## config.mk

```make
export PLATFORM = sky130hd
export DESIGN_NAME = axerr_monitor
export DESIGN_NICKNAME = d
export VERILOG_FILES = /design/src/rtl/axerr_pkg.sv /design/src/rtl/axerr_ed.sv /design/src/rtl/axerr_monitor.sv
export SDC_FILE = /design/constraint.sdc
export NUM_CORES = 1
export LEC_CHECK = 0
export ABC_AREA = 1
export BUFFER_PORTS_ARGS = -buffer_cell sky130_fd_sc_hd__buf_2
export CAP_MARGIN = 0
export CORE_ASPECT_RATIO = 0.75
export CORE_MARGIN = 2
export CORE_UTILIZATION = 34
export CTS_CLUSTER_DIAMETER = 120
export DETAILED_ROUTE_END_ITERATION = 8
export PLACE_DENSITY_LB_ADDON = 0.1
export SLEW_MARGIN = 20
export SYNTH_ARGS = -nofsm -noshare
export SYNTH_HDL_FRONTEND = slang
export SYNTH_SLANG_ARGS = --single-unit
```

## constraint.sdc

```tcl
create_clock -name clk_i -period 23.2 [get_ports clk_i]
set_input_delay 2.32 -clock clk_i [delete_from_list [all_inputs] [get_ports clk_i]]
set_output_delay 2.32 -clock clk_i [all_outputs]
set_load 0.02 [all_outputs]
```

## src/rtl/axerr_pkg.sv

```systemverilog
// Shared types and constants for the approximate-adder error monitor.
package axerr_pkg;

  // Monitor control states
  typedef enum logic [1:0] {
    ST_IDLE  = 2'd0,
    ST_RUN   = 2'd1,
    ST_DRAIN = 2'd2,
    ST_DONE  = 2'd3
  } state_t;

  // Accept, error-distance and accumulate stages
  localparam int unsigned PIPE_DEPTH = 3;

  // Default geometry
  localparam int unsigned N_DEF     = 32;
  localparam int unsigned CNT_W_DEF = 16;
  localparam int unsigned ACC_W_DEF = 48;

  // An error distance spans the full exact sum, carry-out included
  function automatic int unsigned ed_width(input int unsigned n);
    return n + 1;
  endfunction

  // The accumulator must hold at least one full error distance
  function automatic bit acc_fits(input int unsigned n, input int unsigned acc_w);
    return acc_w >= ed_width(n);
  endfunction

endpackage

```

## src/rtl/axerr_ed.sv

```systemverilog
// Exact-sum recompute and absolute error distance against the approximate sum.
module axerr_ed #(
  parameter int unsigned N = 32
) (
  input  logic [N-1:0] a,
  input  logic [N-1:0] b,
  input  logic         c,
  input  logic [N:0]   approx,
  output logic [N:0]   ed,
  output logic         nz
);

  localparam int unsigned W = N + 1;

  logic [N:0] exact;

  // |exact - approx| without a signed intermediate
  always_comb begin
    exact = W'(a) + W'(b) + W'(c);
    if (exact >= approx) ed = exact - approx;
    else                 ed = approx - exact;
    nz = (exact != approx);
  end

endmodule

```

## src/rtl/axerr_monitor.sv

```systemverilog
// Windowed error-metric monitor for the approximate upper-part adder.
module axerr_monitor
  import axerr_pkg::*;
#(
  parameter int unsigned N     = N_DEF,
  parameter int unsigned CNT_W = CNT_W_DEF,
  parameter int unsigned ACC_W = ACC_W_DEF
) (
  input  logic             clk_i,
  input  logic             rst_i,
  input  logic             start_i,
  input  logic [CNT_W-1:0] len_i,
  input  logic             valid_i,
  output logic             ready_o,
  input  logic [N-1:0]     a_i,
  input  logic [N-1:0]     b_i,
  input  logic             c_i,
  input  logic [N-1:0]     s_i,
  input  logic             co_i,
  output logic             busy_o,
  output logic             done_o,
  output logic [CNT_W-1:0] err_cnt_o,
  output logic [ACC_W-1:0] ed_sum_o,
  output logic [N:0]       ed_max_o,
  output logic             ovf_o
);

  localparam int unsigned ED_W  = ed_width(N);
  localparam int unsigned SUM_W = ACC_W + 1;
  localparam int unsigned AUG_W = acc_fits(N, ACC_W) ? ACC_W : ED_W;

  state_t           state, state_n;
  logic [CNT_W-1:0] acc_cnt, acc_cnt_n;
  logic [CNT_W-1:0] len_q, len_n;
  logic             restart;
  logic             take;

  logic             v1;
  logic [N-1:0]     a1, b1;
  logic             c1;
  logic [ED_W-1:0]  approx1;
  logic             v2;
  logic [ED_W-1:0]  ed1, ed2;
  logic             nz1, nz2;
  logic [SUM_W-1:0] sum_ext;

  // Window control: start/abort, sample acceptance, drain detection
  always_comb begin
    state_n   = state;
    acc_cnt_n = acc_cnt;
    len_n     = len_q;
    restart   = 1'b0;
    take      = 1'b0;
    case (state)
      ST_IDLE: begin
        if (start_i) begin
          restart   = 1'b1;
          len_n     = len_i;
          acc_cnt_n = '0;
          state_n   = (len_i != '0) ? ST_RUN : ST_DONE;
        end
      end
      ST_RUN: begin
        if (start_i) begin
          restart   = 1'b1;
          len_n     = len_i;
          acc_cnt_n = '0;
          state_n   = (len_i != '0) ? ST_RUN : ST_DONE;
        end else if (valid_i && ready_o) begin
          take      = 1'b1;
          acc_cnt_n = acc_cnt + CNT_W'(1);
          if (acc_cnt_n == len_q) state_n = ST_DRAIN;
        end
      end
      ST_DRAIN: begin
        if (start_i) begin
          restart   = 1'b1;
          len_n     = len_i;
          acc_cnt_n = '0;
          state_n   = (len_i != '0) ? ST_RUN : ST_DONE;
        end else if (!v1) begin
          state_n = ST_DONE;
        end
      end
      ST_DONE: state_n = ST_IDLE;
      default: state_n = ST_IDLE;
    endcase
  end

  // State, window bookkeeping and registered status outputs
  always_ff @(posedge clk_i or posedge rst_i) begin
    if (rst_i) begin
      state   <= ST_IDLE;
      acc_cnt <= '0;
      len_q   <= '0;
      ready_o <= 1'b0;
      busy_o  <= 1'b0;
      done_o  <= 1'b0;
    end else begin
      state   <= state_n;
      acc_cnt <= acc_cnt_n;
      len_q   <= len_n;
      ready_o <= (state_n == ST_RUN);
      busy_o  <= (state_n == ST_RUN) || (state_n == ST_DRAIN);
      done_o  <= (state_n == ST_DONE);
    end
  end

  // Stage 1: capture the accepted operand set and approximate result
  always_ff @(posedge clk_i or posedge rst_i) begin
    if (rst_i) begin
      v1      <= 1'b0;
      a1      <= '0;
      b1      <= '0;
      c1      <= 1'b0;
      approx1 <= '0;
    end else begin
      v1 <= take;
      if (take) begin
        a1      <= a_i;
        b1      <= b_i;
        c1      <= c_i;
        approx1 <= {co_i, s_i};
      end
    end
  end

  axerr_ed #(.N(N)) u_ed (
    .a      (a1),
    .b      (b1),
    .c      (c1),
    .approx (approx1),
    .ed     (ed1),
    .nz     (nz1)
  );

  // Stage 2: register error distance; a restart discards in-flight samples
  always_ff @(posedge clk_i or posedge rst_i) begin
    if (rst_i) begin
      v2  <= 1'b0;
      ed2 <= '0;
      nz2 <= 1'b0;
    end else begin
      v2 <= v1 && !restart;
      if (v1) begin
        ed2 <= ed1;
        nz2 <= nz1;
      end
    end
  end

  assign sum_ext = {1'b0, ed_sum_o} + SUM_W'(AUG_W'(ed2));

  // Stage 3: accumulate window statistics with a saturating sum
  always_ff @(posedge clk_i or posedge rst_i) begin
    if (rst_i) begin
      err_cnt_o <= '0;
      ed_sum_o  <= '0;
      ed_max_o  <= '0;
      ovf_o     <= 1'b0;
    end else if (restart) begin
      err_cnt_o <= '0;
      ed_sum_o  <= '0;
      ed_max_o  <= '0;
      ovf_o     <= 1'b0;
    end else if (v2) begin
      err_cnt_o <= err_cnt_o + CNT_W'(nz2);
      ed_sum_o  <= sum_ext[ACC_W] ? '1 : sum_ext[ACC_W-1:0];
      ovf_o     <= ovf_o | sum_ext[ACC_W];
      if (ed2 > ed_max_o) ed_max_o <= ed2;
    end
  end

endmodule

```

==> results of run 1 <==
registers in the layout, summed over array words and instances, names as in the netlist:
| register | count |
|---|---|
| len_q | 16 |
| b1 | 32 |
| ovf_o | 1 |
| v1 | 1 |
| ed_sum_o | 48 |
| v2 | 1 |
| ed_max_o | 33 |
| ed2 | 33 |
| ready_o | 1 |
| approx1 | 33 |
| acc_cnt | 16 |
| state | 2 |
| c1 | 1 |
| err_cnt_o | 16 |
| done_o | 1 |
| busy_o | 1 |
| nz2 | 1 |
| a1 | 32 |
metal layers:
layer	up-vias	GRT usage, %	routed length [um]
met1	9511	35.4	37100
met4	4	5.01	1270
met2	560	33.8	29400
met3	82	4.63	4810
li1	10100	-	-
met5	-	1.17	113
through the flow:
stage          utilization (%)  setup WS [ns]
6_report                  39.2          17.71
5_1_grt                   39.2          17.18
3_5_place_dp              37.1          17.42
3_3_place_gp              37.1          17.46
2_1_floorplan                -          13.47
4_1_cts                   39.2          17.78
synth_stat cells, types with 3 or more instances:
library cell / n / share of area (%)
nand3_1: 130 / 3.2
dfrtp_1: 269 / 33
o21ai_1: 20 / 0.49
nand2_1: 963 / 18
o21a_1: 9 / 0.33
inv_1: 349 / 6.4
o211ai_1: 18 / 0.66
ha_1: 167 / 10
a31oi_1: 10 / 0.30
buf_6: 3 / 0.16
o21bai_1: 16 / 0.58
buf_4: 8 / 0.29
nor4_1: 12 / 0.37
o22ai_1: 11 / 0.33
clkbuf_2: 10 / 0.24
nand3b_1: 4 / 0.15
xor2_1: 76 / 3.2
a21oi_1: 220 / 5.4
fa_1: 5 / 0.49
buf_2: 20 / 0.49
nor3_1: 26 / 0.63
nand4_1: 59 / 1.8
o311ai_0: 5 / 0.21
nor2_2: 8 / 0.24
o21ai_0: 219 / 5.3
a21boi_0: 4 / 0.15
xnor2_1: 14 / 0.60
clkbuf_1: 52 / 0.95
a21o_1: 14 / 0.51
inv_2: 7 / 0.13
or2_2: 5 / 0.15
nor2_1: 253 / 4.6
final timing paths:
check                      cells after the start  slack (ns)  startpoint          to
setup / recovery                              31       17.71       b1[0]     ed2[19]
hold / removal                                 2        0.48       b1[3]       b1[3]
setup reg to reg                              31       17.71       b1[0]     ed2[19]
hold reg to reg                                2        0.48       b1[3]       b1[3]
max in group asynchronous                      5       18.48       rst_i     ed2[19]
min in group asynchronous                      2        1.83       rst_i  approx1[6]
placed cells by master, fill, tap and decap left out, types with 5 or more instances in the layout:
cell,n
nand4_1,59
o311ai_0,5
o21a_1,9
nand2_1,960
o22ai_1,11
o21bai_1,16
xor2_1,76
nand3_1,130
o21ai_0,219
fa_1,5
buf_4,14
bufinv_16,6
a21o_1,14
clkbuf_16,35
nor2_1,252
dfrtp_1,269
nor2_2,9
o21ai_1,20
nor3_1,26
o211ai_1,18
ha_1,167
nor4_1,12
inv_2,7
nand2_2,5
clkinv_2,9
a21oi_1,220
xnor2_1,14
a31oi_1,9
or2_2,5
buf_2,218
inv_1,347
logic make-up (layout without fill, tap and decap cells):
kind of cell             after synthesis  count (layout)  share of synthesized area, %
AO/OA/AOI/OAI                        558             558                          14.7
XOR/XNOR                              90              90                          3.84
adder cells (fa/ha/maj)              172             172                          10.7
buffers and inverters                449             651                          8.64
flip-flops                           269             269                          32.8
AND/OR/NAND/NOR                     1477            1477                          29.4
cell type report:
class	instances	area [um^2]
Timing Repair Buffer	232	1200
Clock buffer	43	946
Clock inverter	20	295
Tap cell	800	1000
Multi-Input combinational cell	2297	12100
Inverter	356	1350
Sequential cell	269	6730
Fill cell	6561	36500
worst min-delay path: stages (launching register included):
cell and delay, ns:
dfrtp_1 0.34, nand2_1 0.05, nand2_1 0.05
==> flow_summary.toml, run 1 <==
[run_status]
status = "finished, final reports clean"

[cts]
cts_made_buffers = 35
cts_root_buf = "clkbuf_16"
cts_resized = 0
insertion_delay_ns = 0.57
clk_path_buf_depth = 3
htreeDepth = 2
cts.sinks = 269
clk_pin_slew_worst_paths_ns = 0.06
cts_hold_buf = 0
cts_setup_buffers = 0
cts_tree = "built"

[timing]
max-slew-margin-rel_pct = 35.0
fin_setup_tns_ns = 0
layout_min_cycle_time_ns = 5.49
slew_viol_final = 0
tightest_slew_ns = 0.975
finClkSkew_ns = 0.0202
hold_viol = 0
worst_hold_slack_ns = 0.483
clock.fmax_mhz = 182
finalSetupViolations = 0
finalCritPeriodShare_pct = 23.7
grt_setup_unrepaired = "false"

[synth]
avgSynthCellArea_um2 = 6.82
synth_seq_area_share_pct = 32.8
netlist_area_um2 = 20500
synth_nets = 3305
synth_ff_type = "dfrtp_1"
synthCells = 3015
synth_edf_count = 0
yosys_warnings = 0
synthDistinctLibCells = 52
ys_ff_latch = 269
ys_async_sr_fraction_pct = 100

[critical_path]
cp_max_fo = 34
critPathArrivalTime_ns = 5.94
crit_slowest_cell = "ha_1"
critPathMaxStageDelay_ns = 0.47
setup.worst_path.end_class = "flop"
path_common_cell = "nand2_1"
critical_path_class = "flop to flop"
start_kind = "flop"
crit_required_ns = 23.64
crit_buf_inv = 4
critical-path-top-delay-family = "simple AND/OR/NAND/NOR gates"

[placed_design]
hpwl_mm = 58.1
globalplace.congestion = 0.960
place_area_um2 = 22300
port_buffers = 218
place_inst = 3954

[floorplan]
die_h_um = 217
row_count = 78
coreArea_um2 = 60100
die_w_um = 288
die_area_um2 = 62400
initial_core_util_pct = 34.2
ios = 219

[finish]
nNetsFinal = 3481
final_cell_area_um2 = 23600
drive_gt1_share_pct = 10.2
synthToLayoutAreaGrowth_pct = 14.7
layout.cells.non_filler = 4017
diodes = 0

[drt]
wl_mm = 72.7
drt-initial-drc-count = 1584
viasPerCell = 5.05
drt-pass1-iter-count = 6
drc = 0
vias = 20300
routedWlPerCell_um = 18.1
ant_nets = 0

[hold_path]
hold_class = "flop to flop"

[global_routing]
grt_pass1_vias = 19800
grt_max_degree = 101
grt_usage_pct = 23.4
grt_pass1_wl_mm = 114
grt_overflow = 0
grt_antenna_before_repair = 1

[run]
max_cap_violations = 0
Power of run 1 is not shown: default switching activity piles up to over one toggle a cycle in this logic, so the estimate is an artifact.
==> inputs of run 2 (changes only) <==
==> constraint.sdc (replaced) <==
create_clock -name clk_i -period 4.6 [get_ports clk_i]
set_input_delay 0.46 -clock clk_i [delete_from_list [all_inputs] [get_ports clk_i]]
set_output_delay 0.46 -clock clk_i [all_outputs]
set_load 0.02 [all_outputs]
==> run 2 against run 1 <==
Net effect:
- via count is 1.3% higher
- fmax is 25% higher
- register-to-register slack lost 17 ns
==> flow_summary.toml, run 2 (synthesis results as in run 1) <==
[run_status]
status = "finished, final reports clean"

[floorplan]
ios = 219
die_w_um = 288
die_area_um2 = 62400
row_count = 78
initial_core_util_pct = 34.2
coreArea_um2 = 60100
die_h_um = 217

[cts]
cts_root_buf = "clkbuf_16"
cts.sinks = 269
insertion_delay_ns = 0.56
cts_hold_buf = 0
clk_path_buf_depth = 3
cts_tree = "built"
cts_setup_buffers = 0
htreeDepth = 2
clk_pin_slew_worst_paths_ns = 0.06
cts_made_buffers = 36

[global_routing]
grt_pass1_wl_mm = 116
grt_max_degree = 104
grt_usage_pct = 23.9
grt_overflow = 0
grt_pass1_vias = 19900
grt_antenna_before_repair = 1

[drt]
wl_mm = 74.7
routedWlPerCell_um = 18.3
drc = 0
drt-pass1-iter-count = 6
drt-initial-drc-count = 1575
vias = 20600
viasPerCell = 5.05
ant_nets = 0

[finish]
largest_register_ffs = 48
fin_util_pct = 40.4
top_register = "ed_sum_o"
final_common_cell = "nand2_1"
synthToLayoutAreaGrowth_pct = 18.3
final_cell_mix = "957 x nand2_1, 347 x inv_1, 269 x dfrtp_1, 236 x nor2_1"
fillers = 6533
diodes = 0
drive_gt1_share_pct = 13.4
nNetsFinal = 3536

[timing]
max-slew-margin-rel_pct = 32.2
clock.fmax_mhz = 228
finalCritPeriodShare_pct = 95.5
grt_setup_unrepaired = "true"
finClkSkew_ns = 0.0238
tightest_slew_ns = 1.01
slew_viol_final = 0
layout_min_cycle_time_ns = 4.39
hold_viol = 0
finalSetupViolations = 0

[critical_path]
critPathArrivalTime_ns = 4.84
critical_path_class = "flop to flop"
start_kind = "flop"
setup.worst_path.end_class = "flop"
crit_required_ns = 5.05
cp_max_fo = 5

[hold_path]
hold_class = "primary input to async pin"

[run]
max_cap_violations = 0

[placed_design]
hpwl_mm = 59.7
globalplace.congestion = 0.950
port_buffers = 218
-- run 2: changes by cell type in the layout (fill, tap and decap cells not counted), sizes merged --
cell	change
buf	+54
clkinv	-1
clkinvlp	+1
bufinv	-1
clkbuf	+2
-- run 2: per-layer routing --
layer	part of all wire, %	global-route usage [%]	up-vias
met5	0.017	0	-
met4	1.7	4.68	2
met3	6.8	4.37	71
met2	40	34.2	582
met1	52	37.1	9660
li1	-	-	10200
-- run 2: final timing paths --
path | to | slack [ns] | startpoint | depth (start not counted)
max in group asynchronous | b1[20] | 3.47 | rst_i | 3
min | approx1[19] | 0.04 | rst_i | 2
min in group clk_i | b1[26] | 0.10 | b_i[26] | 3
max reg2reg | ed2[30] | 0.21 | b1[12] | 21
min reg2reg | ovf_o | 0.48 | ovf_o | 2
max | ed2[30] | 0.21 | b1[12] | 21
-- run 2: what timing repair did --
action,CTS,global route
setup endpoints to repair,32,32
resized for setup,3,65
pin swaps,0,2
-- run 2: area by class of cell --
type / count / area, um^2 / share of cell area [%]
Inverter: 356 / 1350 / 5.53
Multi-Input combinational cell: 2297 / 12300 / 50.7
Clock inverter: 19 / 248 / 1.02
Timing Repair Buffer: 286 / 1660 / 6.85
Tap cell: 800 / 1000 / 4.12
Clock buffer: 45 / 985 / 4.05
Sequential cell: 269 / 6730 / 27.7
-- run 2: worst max-delay path, cell delays in order, from the launching register on --
cell,delay [ns]
dfrtp_1,0.38
ha_2,0.46
nand2_1,0.18
nor4_1,0.32
nand2_1,0.08
nand2_1,0.17
a21oi_2,0.10
o21bai_1,0.23
xor2_1,0.31
ha_1,0.35
buf_4,0.19
a21oi_1,0.24
o21ai_0,0.26
nand2_1,0.13
nand2_1,0.13
nor2_1,0.13
nand2_1,0.20
xor2_1,0.20
nand2_1,0.07
nand2_1,0.05
nand2_1,0.05
nand2_1,0.05
-- run 2: through the flow --
| stage | hold WS, ns | setup WS (ns) | instance area, um^2 | instances | setup TNS, ns |
|---|---|---|---|---|---|
| final | 0.0435 | 0.209 | 24300 | 4072 | 0 |
| after global routing | 0.0834 | -0.0472 | 24300 | 4072 | -0.0887 |
| after CTS | 0.0432 | 0.0136 | 24000 | 4072 | 0 |
| after detailed placement | 0.462 | -0.355 | 22800 | 4008 | -7.65 |
| after global placement | 0.459 | -0.359 | 22800 | 4008 | -8.13 |
| after floorplan | 0.453 | 0.587 | 20600 | 3015 | 0 |
Power of run 2 is left out for the same reason.
